[config.mk]
export PLATFORM = sky130hd
export DESIGN_NAME = i_ram_program_loader
export DESIGN_NICKNAME = d
export VERILOG_FILES = /design/src/rtl/i_ram_loader_pkg.sv /design/src/rtl/i_ram_byte_assembler.sv /design/src/rtl/i_ram_program_loader.sv
export SDC_FILE = /design/constraint.sdc
export NUM_CORES = 1
export LEC_CHECK = 0
export ABC_AREA = 1
export BUFFER_PORTS_ARGS = -buffer_cell sky130_fd_sc_hd__buf_2
export CAP_MARGIN = 0
export CELL_PAD_IN_SITES_DETAIL_PLACEMENT = 1
export CELL_PAD_IN_SITES_GLOBAL_PLACEMENT = 1
export CORE_UTILIZATION = 37
export DETAILED_ROUTE_END_ITERATION = 6
export GPL_ROUTABILITY_DRIVEN = 0
export PLACE_DENSITY = 0.79
export SLEW_MARGIN = 0
export SYNTH_ARGS = -nofsm -noshare
export SYNTH_HDL_FRONTEND = slang
export SYNTH_SLANG_ARGS = --single-unit
export TNS_END_PERCENT = 20
[constraint.sdc]
create_clock -name clock -period 3.75 [get_ports clock]
set_input_delay 0.1875 -clock clock [delete_from_list [all_inputs] [get_ports clock]]
set_output_delay 0.1875 -clock clock [all_outputs]
set_load 0.005 [all_outputs]
[src/rtl/i_ram_loader_pkg.sv]
// Shared definitions for the instruction RAM boot loader.
// State encoding and stream framing constants.
package i_ram_loader_pkg;

  typedef enum logic [2:0] {
    S_IDLE,
    S_HDR,
    S_LOAD,
    S_CHK,
    S_DONE,
    S_ERROR
  } state_t;

  localparam int BYTES_PER_WORD = 4;
  localparam int HDR_BYTES      = 2;

endpackage

[src/rtl/i_ram_byte_assembler.sv]
// Packs MSB-first bytes into 32-bit words.
// word_valid is combinational on the 4th byte.
module i_ram_byte_assembler
  import i_ram_loader_pkg::*;
(
  input  logic        clock,
  input  logic        reset,
  input  logic        clear,
  input  logic        take,
  input  logic [7:0]  byte_in,
  output logic        word_valid,
  output logic [31:0] word
);

  logic [1:0]  idx;
  logic [23:0] sr;

  assign word_valid = take && (idx == 2'(BYTES_PER_WORD - 1));
  assign word       = {sr, byte_in};

  always_ff @(posedge clock or posedge reset) begin
    if (reset) begin
      idx <= '0;
      sr  <= '0;
    end else if (clear) begin
      idx <= '0;
      sr  <= '0;
    end else if (take) begin
      idx <= idx + 2'd1;
      sr  <= {sr[15:0], byte_in};
    end
  end

endmodule

[src/rtl/i_ram_program_loader.sv]
// Boot loader: byte stream -> instruction RAM, holds CPU.
// Optional trailing XOR checksum: I_RAM_LOADER_CHECKSUM_EN.
module i_ram_program_loader
  import i_ram_loader_pkg::*;
#(
  parameter int ADDR_W    = 10,
  parameter int DATA_W    = 32,
  parameter int DEPTH     = 20,
  parameter int BASE_ADDR = 0
) (
  input  logic              clock,
  input  logic              reset,
  input  logic              start,
  input  logic [7:0]        byte_in,
  input  logic              byte_valid,
  output logic              byte_ready,
  output logic [ADDR_W-1:0] i_ram_writing_address,
  output logic [DATA_W-1:0] i_ram_input,
  output logic              flag_write_i_ram,
  output logic              cpu_hold,
  output logic              load_done,
  output logic              load_error,
  output logic [ADDR_W-1:0] words_loaded
);

  localparam logic [15:0] DEPTH_W = 16'(DEPTH);

  state_t            state, state_nx;
  logic              take, go, last_word;
  logic              hdr_idx;
  logic [7:0]        hdr_msb;
  logic [15:0]       hdr_word;
  logic [ADDR_W-1:0] n_words;
  logic              word_valid;
  logic [31:0]       asm_word;
`ifdef I_RAM_LOADER_CHECKSUM_EN
  logic [7:0]        csum;
`endif

  assign byte_ready = (state == S_HDR) || (state == S_LOAD) ||
                      (state == S_CHK);
  assign take       = byte_valid && byte_ready;
  assign go         = start && ((state == S_IDLE) ||
                      (state == S_DONE) || (state == S_ERROR));
  assign hdr_word   = {hdr_msb, byte_in};
  assign last_word  = word_valid &&
                      (words_loaded == n_words - ADDR_W'(1));
  assign load_done  = (state == S_DONE);
  assign load_error = (state == S_ERROR);
  assign cpu_hold   = (state != S_DONE);

  i_ram_byte_assembler u_asm (
    .clock      (clock),
    .reset      (reset),
    .clear      (go),
    .take       (take && (state == S_LOAD)),
    .byte_in    (byte_in),
    .word_valid (word_valid),
    .word       (asm_word)
  );

  always_ff @(posedge clock or posedge reset) begin
    if (reset) state <= S_IDLE;
    else       state <= state_nx;
  end

  always_comb begin
    state_nx = state;
    unique case (state)
      S_IDLE, S_DONE, S_ERROR:
        if (start) state_nx = S_HDR;
      S_HDR:
        if (take && hdr_idx) begin
          if (hdr_word[15:10] != 6'd0 || hdr_word > DEPTH_W)
            state_nx = S_ERROR;
          else if (hdr_word == 16'd0)
            state_nx = S_DONE;
          else
            state_nx = S_LOAD;
        end
      S_LOAD:
`ifdef I_RAM_LOADER_CHECKSUM_EN
        if (last_word) state_nx = S_CHK;
      S_CHK:
        if (take) state_nx = (byte_in == csum) ? S_DONE : S_ERROR;
`else
        if (last_word) state_nx = S_DONE;
`endif
      default: state_nx = S_IDLE;
    endcase
  end

  always_ff @(posedge clock or posedge reset) begin
    if (reset) begin
      hdr_idx               <= 1'b0;
      hdr_msb               <= '0;
      n_words               <= '0;
      words_loaded          <= '0;
      i_ram_writing_address <= '0;
      i_ram_input           <= '0;
      flag_write_i_ram      <= 1'b0;
    end else begin
      flag_write_i_ram <= 1'b0;
      if (go) begin
        hdr_idx      <= 1'b0;
        words_loaded <= '0;
      end
      if (state == S_HDR && take) begin
        hdr_idx <= ~hdr_idx;
        hdr_msb <= byte_in;
        if (hdr_idx) n_words <= ADDR_W'(hdr_word);
      end
      // Address uses the pre-increment count of the word being written
      if (word_valid) begin
        flag_write_i_ram      <= 1'b1;
        i_ram_writing_address <= ADDR_W'(BASE_ADDR) + words_loaded;
        i_ram_input           <= asm_word;
        words_loaded          <= words_loaded + ADDR_W'(1);
      end
    end
  end

`ifdef I_RAM_LOADER_CHECKSUM_EN
  always_ff @(posedge clock or posedge reset) begin
    if (reset)                        csum <= '0;
    else if (go)                      csum <= '0;
    else if (state == S_LOAD && take) csum <= csum ^ byte_in;
  end
`endif

endmodule

# Yosys cells after proc, flatten, opt, wreduce, memory -nomap -nowiden
# Cells that the tools add are included.
[totals]
register_bits = 101
latch_bits = 0
mem_bits_rw = 0
rom_bits = 0
in_bits = 12
out_inout_bits = 57
n_memories = 0
[op_classes]
n_addsub = 3
n_mul = 0
div_mod_pow = 0
order_cmp = 1
eq_ne = 11
shifts = 0
mux = 15
n_bitwise = 1
n_reduce_logical = 21
[op_table]
columns = ["operator", "count"]
rows = [
  ["$mux W24", 2],
  ["$mux W10", 2],
  ["$gt A16 B5 Y1 const B", 1],
  ["$logic_not A16 Y1", 1],
  ["$mux W3", 5],
  ["$add A10 B1 Y10 const B", 1],
  ["$eq A10 B10 Y1", 1],
  ["$sub A10 B1 Y10 const B", 1],
  ["$pmux W3 S3", 1],
  ["$logic_and A1 B1 Y1", 7],
  ["$eq A3 B2 Y1 const B", 2],
  ["$eq A3 B3 Y1 const B", 2],
  ["$reduce_bool A2 Y1", 3],
  ["$reduce_bool A6 Y1", 1],
  ["$logic_or A1 B1 Y1", 5],
  ["$mux W2", 2],
  ["$ne A2 B2 Y1 const B", 2],
  ["$eq A3 B1 Y1 const B", 1],
  ["$logic_not A3 Y1", 1],
  ["$mux W1", 3],
  ["$ne A3 B3 Y1 const B", 1],
  ["$reduce_and A3 Y1", 1],
  ["$reduce_or A3 Y1", 1],
  ["$add A2 B1 Y2 const B", 1],
  ["4 further kinds", 4],
]

# Logic depth before layout (Yosys ltp)
# Gate-level depths: netlist (run 1).
[logic_depth]
depth_word = 9
ltp_mapped = 15

# Modules after synthesis
# A second synthesis (run 1) with hierarchy kept.
[unflattened]
hier_cells = 586
hier_area_um2 = 4673.2
[modules_own_cells]
columns = ["module", "n_inst", "cells_each", "area_each_um2", "seq_area_each_um2"]
rows = [
  ["i_ram_program_loader", 1, 460, 3540.9, 1876.8],
  ["i_ram_byte_assembler", 1, 126, 1132.3, 650.6],
]

# Worst setup path after synthesis (run 1)
# Ideal clock, no wire load.
[synth_path]
kind = "reg-to-reg"
startpoint = "register n_words[0]"
endpoint = "register state[2]"
t_arrival_ns = 1.505
required_time_ns = 3.633
slack_ns = 2.128
stages_incl_launch_ff = 16
path_buffers = 0
period_less_slack_ns = 1.622
path_cell_list = "dfrtp_1 -> inv_1 -> ha_1 -> nand2_1 -> nor2_1 -> nand2_1 -> nand2_1 -> nand2_1 -> nor2_1 -> nand2_1 -> nor2_1 -> nand2_1 -> nand2_1 -> nand2_1 -> nand2_1 -> nand2_1"
[synth_via]
elab_chain_len = 5
[synth_lines]
columns = ["element", "line", "source"]
rows = [
  ["start, declared", "i_ram_program_loader.sv:33", "logic [ADDR_W-1:0] n_words;"],
  ["start signal, assigned", "i_ram_program_loader.sv:111", "if (hdr_idx) n_words <= ADDR_W'(hdr_word);"],
  ["$sub A10 B1 Y10", "i_ram_program_loader.sv:47", "(words_loaded == n_words - ADDR_W'(1));"],
  ["$eq A10 B10 Y1", "i_ram_program_loader.sv:47", ""],
  ["$logic_and A1 B1 Y1", "i_ram_program_loader.sv:46", "assign last_word = word_valid &&"],
  ["$ne A2 B2 Y1 (no source line)", "--", ""],
  ["$reduce_and A3 Y1 (no source line)", "--", ""],
  ["end signal, assigned", "i_ram_program_loader.sv:64", "else state <= state_nx;"],
  ["end, declared", "i_ram_program_loader.sv:28", "state_t state, state_nx;"],
]
# No other way between the ends.
# A chain may end at the register's enable or synchronous reset.

# Final worst setup path (run 1)
[layout_path]
startpoint = "register state[1]"
endpoint = "register words_loaded[9]"
[layout_via]
elab_chain_len = 7
word_cells_on_any_way = 16
cone_classes = "eq/ne (5); mux (1); reduce/logical (10)"
[layout_lines]
columns = ["element", "line", "source"]
rows = [
  ["$eq A3 B1 Y1 / $eq A3 B2 Y1 (equally long branches)", "i_ram_program_loader.sv:40, i_ram_program_loader.sv:56", ""],
  ["$logic_or A1 B1 Y1 (2 in series)", "i_ram_program_loader.sv:40", "assign byte_ready = (state == S_HDR) || (state == S_LOAD) ||"],
  ["$logic_and A1 B1 Y1", "i_ram_program_loader.sv:42", "assign take = byte_valid && byte_ready;"],
  ["$logic_and A1 B1 Y1", "i_ram_program_loader.sv:56", ".take (take && (state == S_LOAD)),"],
  ["$logic_and A1 B1 Y1", "i_ram_byte_assembler.sv:18", "assign word_valid = take && (idx == 2'(BYTES_PER_WORD - 1));"],
  ["$mux W10 / $reduce_bool A2 Y1 (equally long branches)", "--", ""],
  ["end signal, assigned", "i_ram_program_loader.sv:118", "words_loaded <= words_loaded + ADDR_W'(1);"],
  ["end, declared", "i_ram_program_loader.sv:23", "output logic [ADDR_W-1:0] words_loaded"],
]
# Several ways; a longest one is shown, not always the timed one.

==> results.json, run 1 <==
{
  "vias": 3535,
  "ys_top_cells_by_count": "nand2_1 (113), dfrtp_1 (101), inv_1 (67), o21ai_1 (37), o22ai_1 (35)",
  "layout-area-overhead-vs-synth_pct": 16.2,
  "die_w_um": 111,
  "async_flop_share_pct": 100,
  "grt_use_total_pct": 20.1,
  "drtIter0Drc": 183,
  "overflow": 0,
  "port-buffer-count": 68,
  "fin_nets": 564,
  "ys_ff_latch": 101,
  "maxCapViolCount": 0,
  "synth_area_leader_cell": "dfrtp_1",
  "post_cts_resized": 0,
  "avgSynthCellArea_um2": 9.03,
  "clock_sinks": 101,
  "ios": 69,
  "synth_edf_count": 0,
  "slew_viol_final": 0,
  "post_cts_buffers": 0,
  "status": "completed",
  "ys_warn_count": 0,
  "ys_seq_area_share_pct": 57.7,
  "synth_most_common_cell": "nand2_1",
  "end_kind": "flip-flop",
  "worstMarginPinSlew_ns": 0.852,
  "r2r_cells": 6,
  "hold_path.class": "input port to asynchronous set/reset pin",
  "post-route-period-util_pct": 68.0,
  "rsz0062_at_grt": "no",
  "reg2reg_from": "state[1]$_DFFE_PP0P_",
  "synth_top_cell_area_share_pct": 57.7,
  "clk_path_buf_depth": 2,
  "cpMaxStageDelayCell": "nor2_2",
  "slowest_delay_ns": 0.58,
  "cellPowerDensity_nw_per_um2": 565,
  "fin_crit_ns": 2.55,
  "clk_latency_ns": 0.35,
  "worst_clock_skew_ns": 0.0117,
  "grt_first_pass_wirelength_um": 19600,
  "max_freq_mhz": 392,
  "startpoint_type": "flip-flop",
  "synth_ff_type": "dfrtp_1",
  "clk_pin_slew_worst_paths_ns": 0.08,
  "grt_pass1_vias": 3823,
  "die_y_um": 111,
  "synthCells": 485,
  "initial_core_util_pct": 38.2,
  "worstPathCellList": "nand4_4 > nor2_2 > inv_4 > nor3_2 > a21oi_1 > a21oi_1",
  "wl_per_cell_um": 16.5,
  "ys_types": 33,
  "postLayoutCoreUtil_pct": 44.4,
  "worstReg2RegEnd": "words_loaded[9]$_DFFE_PP0P_",
  "synth_area_leaders": "dfrtp_1 (58%), nand2_1 (9.7%), inv_1 (5.7%)",
  "hold_buffers": 0,
  "antenna_found_initial": 0,
  "drc": 0,
  "dieArea_um2": 12300,
  "cts_tree": "yes",
  "hpwl_um": 8220,
  "fin_setup_tns_ns": 0,
  "cp.required_ns": 4.02,
  "arrival_ns": 2.82,
  "relSlewSlack_pct": 43.2,
  "numCtsBuffers": 9,
  "crit_fanout": 87,
  "h-tree-depth": 3,
  "crit_family": "simple AND/OR/NAND/NOR gates",
  "crit_buf_inv": 1,
  "setup.worst_path.start": "state[1]$_DFFE_PP0P_",
  "cp_num_cells": 6,
  "synthesis.nets": 500,
  "viasPerCell": 5.07,
  "ant_nets": 0,
  "diodes": 0,
  "r2r_setup_slack_ns": 1.20,
  "hold_viol_final": 0,
  "fp-row-count": 39,
  "leakage_uw": 0.00256,
  "critical_path.most_common_cell": "a21oi_1",
  "clockRootBuffer": "clkbuf_16",
  "ir_drop_mv": 0.252,
  "critPathKind": "flip-flop to flip-flop",
  "drive_above_1_share_pct": 18.4,
  "drt_wl_total_um": 11500,
  "setup_violations": 0,
  "core-area_um2": 11500,
  "first_pass_iters": 4,
  "grt_max_degree": 88,
  "syn-cell-area_um2": 4380
}
## metal layers
metal | vias up | track usage [%] | wire length, um | part of all wire, %
li1 | 1713 | - | - | -
met1 | 1747 | 25.5 | 5220 | 45
met2 | 59 | 34.9 | 5820 | 51
met3 | 16 | 3.66 | 286 | 2.5
met4 | 0 | 5.78 | 168 | 1.5
met5 | - | 0 | 0 | 0
## stage by stage
step	instances	cell area [um^2]	setup WS, ns	hold WS (ns)	total power [uW]
6_report	697	5090	1.20	0.0224	2880
4_1_cts	697	5090	1.22	0.0546	2890
3_3_place_gp	681	4800	1.35	0.408	1930
5_1_grt	697	5090	0.896	0.108	3040
3_5_place_dp	681	4800	1.25	0.429	1980
2_1_floorplan	485	4380	0.915	0.316	1780
## flip-flops by register name, indices dropped and copies added (netlist names)
register,count
u_asm.idx,2
i_ram_input,32
u_asm.sr,24
hdr_msb,8
hdr_idx,1
i_ram_writing_address,10
words_loaded,10
state,3
n_words,10
flag_write_i_ram,1
## worst max path at each step
stage | to | slack, ns
finish | words_loaded[9]$_DFFE_PP0P_ | 1.20
global route | words_loaded[9]$_DFFE_PP0P_ | 0.90
global placement | words_loaded[9]$_DFFE_PP0P_ | 1.35
detailed placement | words_loaded[8]$_DFFE_PP0P_ | 1.25
CTS | words_loaded[9]$_DFFE_PP0P_ | 1.22
floorplan | flag_write_i_ram$_DFF_PP0_ | 0.92
## cell usage in the layout (no fill, tap or decap), types with 3 or more instances in the layout
master        n
inv_2         4
o21ai_1      37
nor2_1       30
nor3_1        3
inv_1        66
dfrtp_1     101
nand3_1      27
nand2_1     113
buf_2        68
clkbuf_16     9
ha_1          3
o22ai_1      35
clkinvlp_4    3
nand2_2       3
a21oi_1       4
o21ai_0      17
o21ai_2       3
xor2_1        7
## power breakdown
group,switching [uW],leakage (uW),internal (uW)
clock network,457,0.000133,465
registers,80.6,0.00138,1200
logic,459,0.00105,217
total,998,0.00256,1880
## cell families (layout without fill, tap and decap cells)
family	Yosys count	count (layout)	share of synthesized area, %
XOR/XNOR	9	9	1.80
buffers and inverters	89	158	8.88
AND/OR/NAND/NOR	181	181	17.4
AO/OA/AOI/OAI	102	102	13.4
adder cells (fa/ha/maj)	3	3	0.857
flip-flops	101	101	57.7
## area by class of cell
| class | instances | area, um^2 |
|---|---|---|
| clock buffer | 9 | 225 |
| clock inverter | 7 | 67.6 |
| fill | 1353 | 6380 |
| inverter | 73 | 279 |
| multi-input combinational | 295 | 1460 |
| sequential | 101 | 2530 |
| tap | 143 | 179 |
| timing repair buffer | 69 | 348 |
No activity file was read; power rests on OpenSTA's default activity.
==> run 2: changes to the inputs <==
- ABC_AREA: 1 -> 0
- PLACE_DENSITY: 0.79 -> 0.78
- clock period: 3.75 -> 2.45 ns (I/O delays scaled with it)
==> results.json, run 2 <==
{
  "synthCells": 461,
  "arrival_ns": 2.28,
  "synth_edf_count": 0,
  "ys_top_cells_by_count": "nand2_1 (189), dfrtp_1 (101), mux2_2 (18), a21oi_1 (16), nand3_1 (16)",
  "ir_drop_mv": 0.396,
  "synth_ff_type": "dfrtp_1",
  "clk_path_buf_depth": 2,
  "regArea_um2": 2530,
  "clockRootBuffer": "clkbuf_16",
  "drc": 12,
  "violations": "DRC",
  "wl_per_cell_um": 16.5,
  "maxCapViolCount": 0,
  "startpoint_type": "flip-flop",
  "cp.required_ns": 2.73,
  "h-tree-depth": 3,
  "layout-area-overhead-vs-synth_pct": 17.5,
  "die_w_um": 111,
  "post_cts_resized": 0,
  "status": "complete, but fails checks",
  "drt_wl_total_um": 11100,
  "largest_register_ffs": 32,
  "setup_violations": 0,
  "end_kind": "flip-flop",
  "port-buffer-count": 68,
  "synth_area_leader_cell": "dfrtp_1",
  "dieArea_um2": 12400,
  "slew_viol_final": 0,
  "synth_compound_area_share_pct": 5.29,
  "cellPowerDensity_nw_per_um2": 876,
  "final_cell_mix": "nand2_1 (189), dfrtp_1 (101), buf_2 (68)",
  "drive_above_1_share_pct": 22.1,
  "grt_pass1_vias": 3698,
  "die_y_um": 111,
  "numCtsBuffers": 9,
  "critPathKind": "flip-flop to flip-flop",
  "antenna_found_initial": 0,
  "fillCellCount": 1348,
  "setup.worst_path.start": "state[1]$_DFFE_PP0P_",
  "muxShareOfSynthArea_pct": 5.26,
  "max_freq_mhz": 500,
  "clk_pin_slew_worst_paths_ns": 0.07,
  "grt_first_pass_wirelength_um": 18900,
  "synthesis.nets": 476,
  "cpMaxStageDelayCell": "dfrtp_1",
  "worst_clock_skew_ns": 0.00832,
  "yosys.area_share.adder_pct": 0.849,
  "leakage_uw": 0.00275,
  "top_register": "i_ram_input",
  "core-area_um2": 11500,
  "r2r_cells": 6,
  "endpoint": "state[2]$_DFFE_PP0P_",
  "cts_tree": "yes",
  "reg2reg_from": "state[1]$_DFFE_PP0P_",
  "worstMarginPinSlew_ns": 0.936,
  "hold_path.class": "input port to flip-flop",
  "grt_use_total_pct": 19.3,
  "relSlewSlack_pct": 37.4,
  "vias": 3440,
  "hold_depth": 3,
  "clock_sinks": 101,
  "async_flop_share_pct": 100,
  "post-route-period-util_pct": 81.6,
  "syn-cell-area_um2": 4420,
  "viasPerCell": 5.11,
  "rsz0062_at_grt": "no",
  "r2r_setup_slack_ns": 0.45,
  "fin_area_um2": 5190,
  "fin_setup_tns_ns": 0,
  "place_area_um2": 4900,
  "worstReg2RegEnd": "state[2]$_DFFE_PP0P_",
  "hpwl_um": 7450,
  "slowest_delay_ns": 0.48,
  "synth_top_family_by_area": "simple AND/OR/NAND/NOR gates",
  "worstPathCellList": "nor3b_4 > nand3_2 > buf_4 > nor4_1 > a31oi_1 > and4b_1",
  "ant_nets": 0,
  "ys_warn_count": 0,
  "diodes": 0,
  "overflow": 0,
  "fp-row-count": 39,
  "ys_seq_area_share_pct": 57.2,
  "ios": 69,
  "hold_viol_final": 0,
  "largestRegisters": "i_ram_input (32), u_asm.sr (24)",
  "drtIter0Drc": 149,
  "synth_xor_area_share_pct": 3.40,
  "fin_crit_ns": 2.00,
  "fin_nets": 540,
  "grt_max_degree": 102,
  "synth_area_leaders": "dfrtp_1 (57%), nand2_1 (16%), mux2_2 (4.6%)",
  "final_common_cell": "nand2_1",
  "synth_top_cell_area_share_pct": 57.2,
  "ys_types": 47,
  "avgSynthCellArea_um2": 9.59,
  "clk_latency_ns": 0.35,
  "post_cts_buffers": 0,
  "first_pass_iters": 6,
  "synth_most_common_cell": "nand2_1",
  "initial_core_util_pct": 38.4,
  "synth-simple-area-share_pct": 25.0,
  "multi_input_area_um2": 1760,
  "ys_ff_latch": 101,
  "crit_fanout": 27
}
==> run 2: changes by cell type in the layout (fill, tap and decap cells not counted), sizes merged, moves of 12 or more <==
cell / before / now
o22ai: 35 / 1
nor2: 32 / 12
inv: 74 / 5
o21ai: 57 / 8
mux2: 0 / 18
nand2: 116 / 189
a21oi: 4 / 16
==> run 2: timing repair <==
action / CTS / global route
hold buffers: 1 / 0
hold endpoints to repair: 101 / 0
endpoints found under the setup margin: 0 / 0
==> run 2: worst max-delay path, delay by kind of cell, from the launching register on <==
family / cells / cell delay, ns
compound gates: 1 / 0.14
buf+inv: 1 / 0.24
flops: 1 / 0.48
simple gates: 4 / 1.08
==> run 2: cell families after synthesis <==
group	after synthesis
XOR/XNOR	14
AO/OA/AOI/OAI	39
buffers and inverters	30
flip-flops	101
multiplexers	21
adder cells (fa/ha/maj)	3
AND/OR/NAND/NOR	253
==> run 2: area by class of cell <==
cell class / count / share of cell area, %
clock inverters: 5 / 0.482
multi-input cells: 330 / 33.9
clock buffers: 11 / 4.87
flip-flops and latches: 101 / 48.7
well taps: 143 / 3.45
inverters: 6 / 0.506
repair buffers: 77 / 8.14
==> run 2: power by group <==
group	switching, uW	leakage, uW	internal [uW]
clock	622	0.000145	736
sequential	220	0.00132	2010
combinational	555	0.00128	410
total	1400	0.00275	3150
==> run 2: worst min-delay path by stage <==
stage,startpoint,endpoint
after global routing,byte_in[1],i_ram_input[1]$_DFFE_PP0P_
after floorplan,byte_in[0],i_ram_input[0]$_DFFE_PP0P_
after global placement,reset,i_ram_writing_address[1]$_DFFE_PP0P_
final,byte_in[1],i_ram_input[1]$_DFFE_PP0P_
after CTS,byte_in[1],i_ram_input[1]$_DFFE_PP0P_
after detailed placement,reset,i_ram_input[30]$_DFFE_PP0P_
==> run 2: through the flow <==
stage | hold WS (ns) | setup WS, ns | std cells | util [%] | power [uW]
6_report | 0.0498 | 0.451 | 673 | 45.1 | 4550
5_1_grt | 0.0555 | 0.232 | 673 | 45.1 | 4860
4_1_cts | 0.0444 | 0.443 | 673 | 45.1 | 4600
3_5_place_dp | 0.333 | 0.472 | 656 | 42.6 | 3230
3_3_place_gp | 0.316 | 0.561 | 656 | 42.6 | 3180
2_1_floorplan | 0.228 | 0.834 | 461 | - | 2750
==> run 2: layer usage <==
layer	vias up	track usage, %	wire, um
li1	1636	-	-
met1	1715	26.1	5330
met2	72	30.7	5120
met3	17	4.10	416
met4	0	6.94	213
met5	-	0	0
==> run 3: changes to the inputs <==
- PLACE_DENSITY: 0.78 -> 0.81
- clock period: 2.45 -> 1.65 ns (I/O delays scaled with it)
==> results.json, run 3 (synthesis results as in run 2) <==
{
  "drtIter0Drc": 125,
  "setup_violations": 4,
  "clk_path_buf_depth": 2,
  "grt_max_degree": 49,
  "rsz0062_at_grt": "yes",
  "hpwl_um": 8040,
  "first_pass_iters": 6,
  "final_cell_mix": "nand2_1 (189), dfrtp_1 (101), buf_2 (68)",
  "drt_wl_total_um": 12000,
  "postLayoutCoreUtil_pct": 47.6,
  "drive_above_1_share_pct": 25.8,
  "swShare_pct": 29.6,
  "r2r_cells": 7,
  "clk_pin_slew_worst_paths_ns": 0.07,
  "reg2reg_from": "n_words[0]$_DFFE_PP0P_",
  "diodes": 0,
  "initial_core_util_pct": 38.4,
  "largest_register_ffs": 32,
  "clock_sinks": 101,
  "fin_nets": 557,
  "status": "complete, but fails checks",
  "die_w_um": 111,
  "hold_viol_final": 0,
  "overflow": 0,
  "grt_first_pass_wirelength_um": 19900,
  "setup.worst_path.start": "n_words[0]$_DFFE_PP0P_",
  "largestRegisters": "i_ram_input (32), u_asm.sr (24)",
  "critPathKind": "flip-flop to flip-flop",
  "cpMaxStageDelayCell": "dfrtp_1",
  "drc": 8,
  "core-area_um2": 11500,
  "vias": 3574,
  "final_common_cell": "nand2_1",
  "slowest_delay_ns": 0.41,
  "pwr-share-clk_pct": 32.4,
  "layout-area-overhead-vs-synth_pct": 23.9,
  "startpoint_type": "flip-flop",
  "cts_tree": "yes",
  "arrival_ns": 1.96,
  "violations": "DRC, setup timing",
  "endpoint": "state[2]$_DFFE_PP0P_",
  "ir_drop_mv": 0.546,
  "worst_clock_skew_ns": 0.0116,
  "cp.required_ns": 1.88,
  "maxCapViolCount": 0,
  "post-route-period-util_pct": 105,
  "clk_latency_ns": 0.35,
  "power.internal_uw": 5010,
  "relSlewSlack_pct": 68.4,
  "viasPerCell": 5.18,
  "clockRootBuffer": "clkbuf_16",
  "h-tree-depth": 3,
  "slew_viol_final": 0,
  "numCtsBuffers": 9,
  "setup_slack_ns": -0.0756,
  "cellPowerDensity_nw_per_um2": 1300,
  "power_frac_seq_pct": 46.5,
  "fin_crit_ns": 1.73,
  "die_y_um": 111,
  "fp-row-count": 39,
  "port-buffer-count": 68,
  "worstMarginPinSlew_ns": 0.469,
  "total_power_uw": 7110,
  "p_comb_share_pct": 21.0,
  "ios": 69,
  "antenna_found_initial": 0,
  "r2r_setup_slack_ns": -0.08,
  "crit_fanout": 5,
  "leakage_uw": 0.00289,
  "grt_pass1_vias": 3791,
  "max_freq_mhz": 579,
  "top_register": "i_ram_input",
  "end_kind": "flip-flop",
  "hold_path.class": "input port to flip-flop",
  "ant_nets": 0,
  "wl_per_cell_um": 17.3,
  "dieArea_um2": 12400,
  "power.switching_uw": 2100,
  "worstPathCellList": "inv_2 > ha_4 > and3b_1 > o21ai_2 > o311ai_1 > a31oi_1 > and4b_1",
  "worstReg2RegEnd": "state[2]$_DFFE_PP0P_",
  "grt_use_total_pct": 20.5
}
[run 3: cell count changes in the layout (fill, tap and decap cells not counted), sizes merged]
cell,before,now
inv,5,7
bufinv,0,2
clkbuf,11,12
buf,76,93
clkinv,5,0
[run 3: what timing repair did]
item / CTS / global route
setup buffers: 1 / 1
pin swaps: 2 / 0
hold endpoints to repair: 14 / 0
endpoints found under the setup margin: 11 / 66
hold buffers: 1 / 0
resized for setup: 12 / 7
[run 3: critical path: cells and delay by family, from the launching register on]
family,cells,cell delay (ns)
AOI/OAI and AO/OA,3,0.53
adders and majority gates,1,0.17
buffers and inverters,1,0.07
DFF,1,0.41
and+or+nand+nor,2,0.43
[run 3: power by group through the flow]
stage | sequential, uW | clock, uW | combinational [uW]
2_1_floorplan | 3330 | 0 | 759
3_3_place_gp | 3320 | 0 | 1410
3_5_place_dp | 3350 | 0 | 1490
4_1_cts | 3320 | 2340 | 1520
5_1_grt | 3390 | 2440 | 1710
6_report | 3310 | 2310 | 1500
[run 3: final cells by class]
cell class | count | area (um^2)
Fill cell | 1327 | 6040
Sequential cell | 101 | 2530
Multi-Input combinational cell | 330 | 1820
Timing Repair Buffer | 94 | 603
Clock buffer | 12 | 246
Tap cell | 143 | 179
Clock inverter | 4 | 77.6
Inverter | 6 | 26.3
[run 3: worst min path at each step]
stage	startpoint	to	cells past startpoint
after floorplan	byte_in[0]	i_ram_input[0]$_DFFE_PP0P_	2
after global placement	reset	i_ram_writing_address[1]$_DFFE_PP0P_	2
after CTS	byte_in[2]	i_ram_input[2]$_DFFE_PP0P_	3
final	byte_in[2]	i_ram_input[2]$_DFFE_PP0P_	3
after detailed placement	reset	i_ram_writing_address[1]$_DFFE_PP0P_	2
after global routing	byte_in[1]	i_ram_input[1]$_DFFE_PP0P_	3
[run 3: layer usage]
layer	track usage (%)	wire length [um]	vias to the layer above
li1	-	-	1672
met1	26.8	5440	1805
met2	34.5	5860	79
met3	3.66	466	18
met4	6.40	198	0
met5	0	0	-
[run 3: stage by stage]
stage	cells	area [um^2]	hold WS [ns]	setup slack (ns)	setup TNS [ns]
detailed placement	671	5050	0.103	-0.0767	-0.187
global route	690	5480	0.0332	-0.150	-1.45
CTS	689	5440	0.0191	-0.00231	-0.00231
floorplan	461	4420	0.188	0.0341	0
global placement	671	5050	0.102	0.0167	0
finish	690	5480	0.0265	-0.0756	-0.148
